[src/rtl/display_board_ram_if.sv]
// Command/read bundle between the game logic (master) and the 8x8 two-colour board RAM (slave).
interface display_board_ram_if;
  logic       cmd_valid;
  logic       cmd_ready;
  logic [1:0] cmd_op;
  logic [5:0] cmd_pos;
  logic [1:0] cmd_data;
  logic       done;
  logic [6:0] count;
  logic [5:0] rd_addr;
  logic [1:0] rd_data;

  modport master (
    output cmd_valid, cmd_op, cmd_pos, cmd_data, rd_addr,
    input  cmd_ready, done, count, rd_data
  );

  modport slave (
    input  cmd_valid, cmd_op, cmd_pos, cmd_data, rd_addr,
    output cmd_ready, done, count, rd_data
  );
endinterface

[src/rtl/display_board_ram.sv]
// 8x8 x 2-bit LED board image: WRITE/FILL/ROW/COUNT command port plus a combinational read port.
// Define DISPLAY_BOARD_RAM_COUNT_EN to build COUNT; otherwise op 2'b11 is a one-cycle NOP.
module display_board_ram (
  input  logic               clk,
  input  logic               rst,
  display_board_ram_if.slave bus
);
  typedef enum logic [1:0] {OP_WRITE = 2'b00, OP_FILL = 2'b01, OP_ROW = 2'b10, OP_COUNT = 2'b11} op_t;
  typedef enum logic [1:0] {IDLE, SWEEP, DONE} state_t;

  state_t     state;
  op_t        op_q;
  op_t        cmd_op;
  logic [1:0] data_q;
  logic [5:0] addr_q;
  logic [5:0] last_q;
  logic       done_q;
  logic       accept;
  logic       sweep_end;

  logic [1:0] mem [64];
  logic       we;
  logic [5:0] waddr;
  logic [1:0] wdata;

  assign cmd_op        = op_t'(bus.cmd_op);
  assign accept        = bus.cmd_valid && (state == IDLE);
  assign sweep_end     = (addr_q == last_q);
  assign bus.cmd_ready = (state == IDLE);
  assign bus.done      = done_q;
  assign bus.rd_data   = mem[bus.rd_addr];

  // A single write port: direct WRITE on the accept edge, or one cell per FILL/ROW sweep edge.
  always_comb begin
    // NOTE: every always_comb output gets a default first so no path can infer a latch.
    we    = 1'b0;
    waddr = addr_q;
    wdata = data_q;
    if (accept && cmd_op == OP_WRITE) begin
      we    = 1'b1;
      waddr = bus.cmd_pos;
      wdata = bus.cmd_data;
    end else if (state == SWEEP && op_q != OP_COUNT) begin
      we = 1'b1;
    end
  end

  // NOTE: the board is 64 flops, not a RAM macro, so it is legal and required to clear it on reset.
  always_ff @(posedge clk or posedge rst) begin
    if (rst) begin
      for (int i = 0; i < 64; i++) mem[i] <= 2'b00;
    end else if (we) begin
      mem[waddr] <= wdata;
    end
  end

  // NOTE: sequential state uses non-blocking assignments so every register samples pre-edge values.
  always_ff @(posedge clk or posedge rst) begin
    if (rst) begin
      state  <= IDLE;
      op_q   <= OP_WRITE;
      data_q <= 2'b00;
      addr_q <= 6'd0;
      last_q <= 6'd0;
      done_q <= 1'b0;
    end else begin
      done_q <= 1'b0;
      unique case (state)
        IDLE: begin
          if (accept) begin
            op_q   <= cmd_op;
            data_q <= bus.cmd_data;
            case (cmd_op)
              OP_FILL: begin
                addr_q <= 6'd0;
                last_q <= 6'd63;
                state  <= SWEEP;
              end
              OP_ROW: begin
                addr_q <= {bus.cmd_pos[5:3], 3'b000};
                last_q <= {bus.cmd_pos[5:3], 3'b111};
                state  <= SWEEP;
              end
`ifdef DISPLAY_BOARD_RAM_COUNT_EN
              OP_COUNT: begin
                addr_q <= 6'd0;
                last_q <= 6'd63;
                state  <= SWEEP;
              end
`endif
              default: begin
                state  <= DONE;
                done_q <= 1'b1;
              end
            endcase
          end
        end
        SWEEP: begin
          if (sweep_end) begin
            state  <= DONE;
            done_q <= 1'b1;
          end else begin
            addr_q <= addr_q + 6'd1;
          end
        end
        DONE:    state <= IDLE;
        default: state <= IDLE;
      endcase
    end
  end

`ifdef DISPLAY_BOARD_RAM_COUNT_EN
  logic [6:0] acc_q;
  logic [6:0] count_q;
  logic [6:0] acc_next;

  // 7-bit accumulator holds the full 0..64 range, so a board of all matches reads 64.
  assign acc_next  = acc_q + {6'd0, (mem[addr_q] == data_q)};
  assign bus.count = count_q;

  always_ff @(posedge clk or posedge rst) begin
    if (rst) begin
      acc_q   <= 7'd0;
      count_q <= 7'd0;
    end else if (accept && cmd_op == OP_COUNT) begin
      acc_q <= 7'd0;
    end else if (state == SWEEP && op_q == OP_COUNT) begin
      acc_q <= acc_next;
      if (sweep_end) count_q <= acc_next;
    end
  end
`else
  assign bus.count = 7'd0;
`endif

endmodule

[src/flat_wrapper.sv]
// flat-port wrapper written by rule: the top's interface ports become plain ports
module display_board_ram_flat 
  (clk, rst, bus_cmd_valid, bus_cmd_op, bus_cmd_pos, bus_cmd_data, bus_rd_addr, bus_cmd_ready, bus_done, bus_count, bus_rd_data);
  display_board_ram_if bus_i ();
  input  logic clk;
  input  logic rst;
  input wire logic [$bits(bus_i.cmd_valid)-1:0] bus_cmd_valid;
  input wire logic [$bits(bus_i.cmd_op)-1:0] bus_cmd_op;
  input wire logic [$bits(bus_i.cmd_pos)-1:0] bus_cmd_pos;
  input wire logic [$bits(bus_i.cmd_data)-1:0] bus_cmd_data;
  input wire logic [$bits(bus_i.rd_addr)-1:0] bus_rd_addr;
  output wire logic [$bits(bus_i.cmd_ready)-1:0] bus_cmd_ready;
  output wire logic [$bits(bus_i.done)-1:0] bus_done;
  output wire logic [$bits(bus_i.count)-1:0] bus_count;
  output wire logic [$bits(bus_i.rd_data)-1:0] bus_rd_data;
  assign bus_i.cmd_valid = bus_cmd_valid;
  assign bus_i.cmd_op = bus_cmd_op;
  assign bus_i.cmd_pos = bus_cmd_pos;
  assign bus_i.cmd_data = bus_cmd_data;
  assign bus_i.rd_addr = bus_rd_addr;
  assign bus_cmd_ready = bus_i.cmd_ready;
  assign bus_done = bus_i.done;
  assign bus_count = bus_i.count;
  assign bus_rd_data = bus_i.rd_data;
  display_board_ram u_core (.clk(clk), .rst(rst), .bus(bus_i));
endmodule
[config.mk]
export PLATFORM = sky130hd
export DESIGN_NAME = display_board_ram_flat
export DESIGN_NICKNAME = d
export VERILOG_FILES = /design/src/rtl/display_board_ram_if.sv /design/src/rtl/display_board_ram.sv /design/src/flat_wrapper.sv
export SDC_FILE = /design/constraint.sdc
export NUM_CORES = 1
export LEC_CHECK = 0
export CORE_ASPECT_RATIO = 2
export CORE_MARGIN = 3
export CORE_UTILIZATION = 50
export DETAILED_ROUTE_END_ITERATION = 12
export PLACE_DENSITY = 0.68
export SYNTH_ARGS = -nofsm -noshare
export SYNTH_HDL_FRONTEND = slang
export SYNTH_SLANG_ARGS = --single-unit
[constraint.sdc]
create_clock -name clk -period 4.7 [get_ports clk]
set_input_delay 0.47 -clock clk [delete_from_list [all_inputs] [get_ports clk]]
set_output_delay 0.47 -clock clk [all_outputs]
set_load 0.03 [all_outputs]
# [After elaboration in Yosys (flattened, before gate mapping)]
# Index checks and enable logic that the tools add are counted.
[totals] inputBits=19 ff_bits=147 wordCells=121 output_inout_bits=11
[classes] magnitude_cmp=3 muxes=23 n_bitwise=2 n_reduce_logical=13 eq_ne=9 add_sub_neg=1
[ops] cell="$bwmux 128" n=1
[ops] cell="$pmux 6 s2" n=3
[ops] cell="$mux 6" n=3
[ops] cell="$ge 7x7->1 const B" n=2
[ops] cell="$mux 2" n=7
[ops] cell="$not 6->7" n=2
[ops] cell="$bmux 2 s6" n=1
[ops] cell="$demux 2 s6" n=1
[ops] cell="$lt 7x1->1 const B" n=1
[ops] cell="$add 6x1->6 const B" n=1
[ops] cell="$eq 6x6->1" n=1
[ops] cell="$mux 1" n=5
[ops] cell="$eq 2x1->1 const B" n=2
[ops] cell="$logic_and 1x1->1" n=4
[ops] cell="$logic_not 2->1" n=2
[ops] cell="$ne 2x1->1 const B" n=2
[ops] cell="$ne 2x2->1 const B" n=2
[ops] cell="$pmux 2 s2" n=1
[ops] cell="$reduce_and 2->1" n=2
[ops] cell="$reduce_and 4->1" n=1
[ops] cell="$reduce_bool 2->1" n=2
[ops] cell="$ne 3x1->1 const B" n=1
[ops] cell="$reduce_and 3->1" n=1
[ops] cell="$eq 2x2->1 const B" n=1
[ops] cell="2 further kinds" n=2

# [Logic depth before layout (Yosys ltp)]
[depth] ltp_word=10 depth_mapped=10 ltp_nobuf=7

# [Least setup slack after synthesis]
# Ideal clock, no wire load.
[synth_path] kind="in2out" start="in bus_rd_addr[1]" end="out bus_rd_data[1]" path_stages=7 n_path_buf=3 arrival_ns=2.532 slack_ns=1.698 t_required_ns=4.230 cell_sequence="buf_2 -> buf_1 -> buf_2 -> mux2i_1 -> a311oi_1 -> a311oi_1 -> a311oi_1"
[synth_between] elab_chain_cells=4
[synth_rtl] element="start: declaration" line_no="flat_wrapper.sv:11" rtl="input wire logic [$bits(bus_i.rd_addr)-1:0] bus_rd_addr;"
[synth_rtl] element="$not 6->7 (not written as such)" line_no="display_board_ram.sv:31" rtl="assign bus.rd_data = mem[bus.rd_addr];"
[synth_rtl] element="$bmux 2 s6" line_no="display_board_ram.sv:31"
[synth_rtl] element="$mux 2 (not written as such) (2 in a row)" line_no="display_board_ram.sv:31"
[synth_rtl] element="end: declaration" line_no="flat_wrapper.sv:15" rtl="output wire logic [$bits(bus_i.rd_data)-1:0] bus_rd_data;"
# Every way passes these cells. The select of a mux whose other input is x is not followed.

# [Worst setup path in the final report]
[layout_path] start="in bus_rd_addr[2]" end="out bus_rd_data[1]"
# The elaborated chain is that of the path after synthesis.

==> impl_metrics.toml <==
[outcome]
status = "finished, final reports clean"

[critical_path]
cp_cell_sequence = "clkdlybuf4s50_1, nor2b_1, a22oi_1, and4b_1, a311oi_1, clkdlybuf4s50_1"
end_kind = "output port"
path_class = "in2out"
cpMostUsedCell = "clkdlybuf4s50_1"
crit_arrival_ns = 3.22
crit_buf_inv = 2
crit_required_ns = 4.23
crit_family = "buffers and inverters"
critPathSlowestCell = "clkdlybuf4s50_1"
critPathMaxFanout = 13
start_kind = "input port"
max_stage_delay_ns = 0.93

[cells_and_area]
area_growth_pct = 12.22
fillerInstances = 1183
finalInstanceArea_um2 = 8558
num_antenna_cells = 0
drive_above_1_share_pct = 39.17
layout.nets = 609

[logic_synthesis]
ys_ff_latch = 145
netlist_top_cells_area = "dfrtp_1 (48%), mux2_2 (20%), mux4_2 (8.6%), nor2_1 (2.5%), mux2i_4 (1.8%)"
synth_area_per_cell_um2 = 13.33
yosys_warnings = 0
syn_inst = 572
netlist_area_um2 = 7626
yosys-top-cells-count = "dfrtp_1 (145), mux2_2 (133), nor2_1 (51), mux4_2 (29), nand2_1 (24)"
yosysMostFrequentCell = "dfrtp_1"
yosysTopAreaCellShare_pct = 47.58
synth_edf_count = 0
synth_area_leader_cell = "dfrtp_1"
synthArstFlopShare_pct = 100.0
seq_area_frac_synth_pct = 47.58
yosys_most_used_dff = "dfrtp_1"
yosysUniqueCellTypes = 60

[sta]
max_clock_freq_mhz = 270.9
hold_viol = 0
finalCriticalPeriod_ns = 3.692
final.setup.tns_ns = 0
fin_crit_sh_pct = 78.55
slew_headroom_pct = 20.35
skew_ns = 0.007236
drv_slew = 0
rsz0062_at_grt = "false"
tightestPinTransition_ns = 1.195
setup_viol_count_final = 0

[clock_tree]
cts_sinks = 145
cts_setup_buffers = 0
clkLatencyLatePin_ns = 0.43
h-tree-depth = 4
clk_path_buf_depth = 2
cts_resized = 0
cts_buffers = 17
clk_pin_slew_ns = 0.06
cts_tree = "built"
clockRootBuffer = "clkbuf_16"
holdBufCountCts = 0

[grt]
grt_use_met1_pct = 24.66
use_met3_pct = 4.513
grt.total_usage_pct = 24.22
grt_pass1_wl_um = 29860
antenna_found_initial = 0
grt_pass1_vias = 5265
top_usage_layer = "met2"
overflow = 0
grt_util_met2_pct = 44.06
grt_max_degree = 80

[flow_run]
maxCapViolations = 0

[die]
rows = 63
pin_count = 30
dieArea_um2 = 16860
start_util_pct = 51.19
die_w_um = 93.33
coreArea_um2 = 14900
die_y_um = 180.7

[power_and_ir_drop]
p_int_mw = 2.897
p_comb_share_pct = 29.2
leakagePower_nw = 3.751
netSwitchingFraction_pct = 35.00
powerDensity_nw_per_um2 = 520.7
ir_drop_uv = 271.8
pwr-share-seq_pct = 39.1
p_switching_mw = 1.560
p_clk_share_pct = 31.7

[detailed_routing]
vias = 4906
drcViolationCount = 0
drtPass1Iterations = 5
wire_per_inst_um = 24.21
routed_wl_um = 19240
drtIter0Drc = 320
ant_nets = 0
avgViaCountPerCell = 6.171

[place]
dp_hpwl_um = 13930
placement.cell_area_um2 = 7939
io_buffers = 22
globalplace.congestion = 0.9177

[worst_hold_path]
hp-class = "reg2reg"
flip-flops by register name, summed over array words and instances (netlist names):
signal / flops
u_core.data_q: 2
u_core.last_q: 4
u_core.mem: 128
u_core.op_q: 2
u_core.addr_q: 6
u_core.state: 2
u_core.bus.done: 1
final cells by class:
class	count	area, um^2	share of cell area [%]
clock inverters	14	190.2	2.222
clock buffers	18	429.2	5.015
multi-input cells	383	3754	43.86
flip-flops and latches	145	3628	42.40
inverters	10	42.54	0.4971
well taps	195	244.0	2.851
repair buffers	30	270.3	3.158
worst reg2reg max path: stages, from the launching register on:
cell and delay, ns:
dfrtp_1 0.56, and4bb_1 0.37, buf_4 0.31, mux2i_4 0.71, nand4_4 0.26, nor2_1 0.38
mux2_2 0.39
placed cells by master, fill, tap and decap left out, types with 6 or more instances in the layout:
master and instances:
nand4_1 9, inv_1 8, mux2i_4 6, a21oi_1 7, nor2_1 51, mux2i_1 6
dfrtp_1 145, mux4_2 29, nand3_1 13, buf_4 8, nand2_1 24, clkdlybuf4s50_1 20
conb_1 7, clkbuf_16 17, a31oi_1 6, mux2_1 6, a22oi_1 6, mux2_2 133
power by group through the flow:
stage / registers (mW) / clock network (mW) / logic (mW)
3_5_place_dp: 1.76 / 0 / 1.29
6_report: 1.74 / 1.41 / 1.30
4_1_cts: 1.74 / 1.44 / 1.31
2_1_floorplan: 1.66 / 0 / 1.04
3_3_place_gp: 1.75 / 0 / 1.26
5_1_grt: 1.77 / 1.49 / 1.39
cell families after synthesis:
logic type | count (synthesis) | synth area share, %
multiplexers | 182 | 32.04
other | 1 | 0.04917
buffers and inverters | 50 | 3.494
flip-flops | 145 | 47.58
AO/OA/AOI/OAI | 47 | 4.791
XOR/XNOR | 3 | 0.3446
AND/OR/NAND/NOR | 141 | 11.21
adder cells (fa/ha/maj) | 3 | 0.4923
final timing paths:
check,slack (ns),end,cells after the start,start
setup / recovery,1.01,bus_rd_data[1],6,bus_rd_addr[2]
hold / removal,0.48,u_core.mem[39],1,u_core.mem[39]
setup reg to reg,1.61,u_core.mem[93],6,u_core.state[0]
hold reg to reg,0.48,u_core.mem[39],1,u_core.mem[39]
max in group asynchronous,3.18,u_core.mem[55],3,rst
min in group asynchronous,0.55,u_core.mem[33],2,rst
per-layer routing:
| metal | share of wire, % | up-vias | wire length (um) |
|---|---|---|---|
| met4 | 6.4 | 0 | 1234 |
| li1 | - | 2144 | - |
| met2 | 56 | 153 | 10770 |
| met3 | 4.1 | 56 | 792 |
| met5 | 0 | - | 0 |
| met1 | 33 | 2553 | 6441 |
through the flow:
step                      std cells  util, %  hold WS, ns  total power, mW  setup WS [ns]
final                           795    57.45       0.4838            4.456          1.008
after global routing            795    57.45       0.5078            4.646         0.9468
after CTS                       795    57.45       0.4877            4.480          1.025
after detailed placement        763    53.29       0.4753            3.056          1.029
after global placement          763    53.29       0.4655            3.004          1.059
after floorplan                 578        -       0.4524            2.702         0.3354
(Power assumes the default switching activity.)
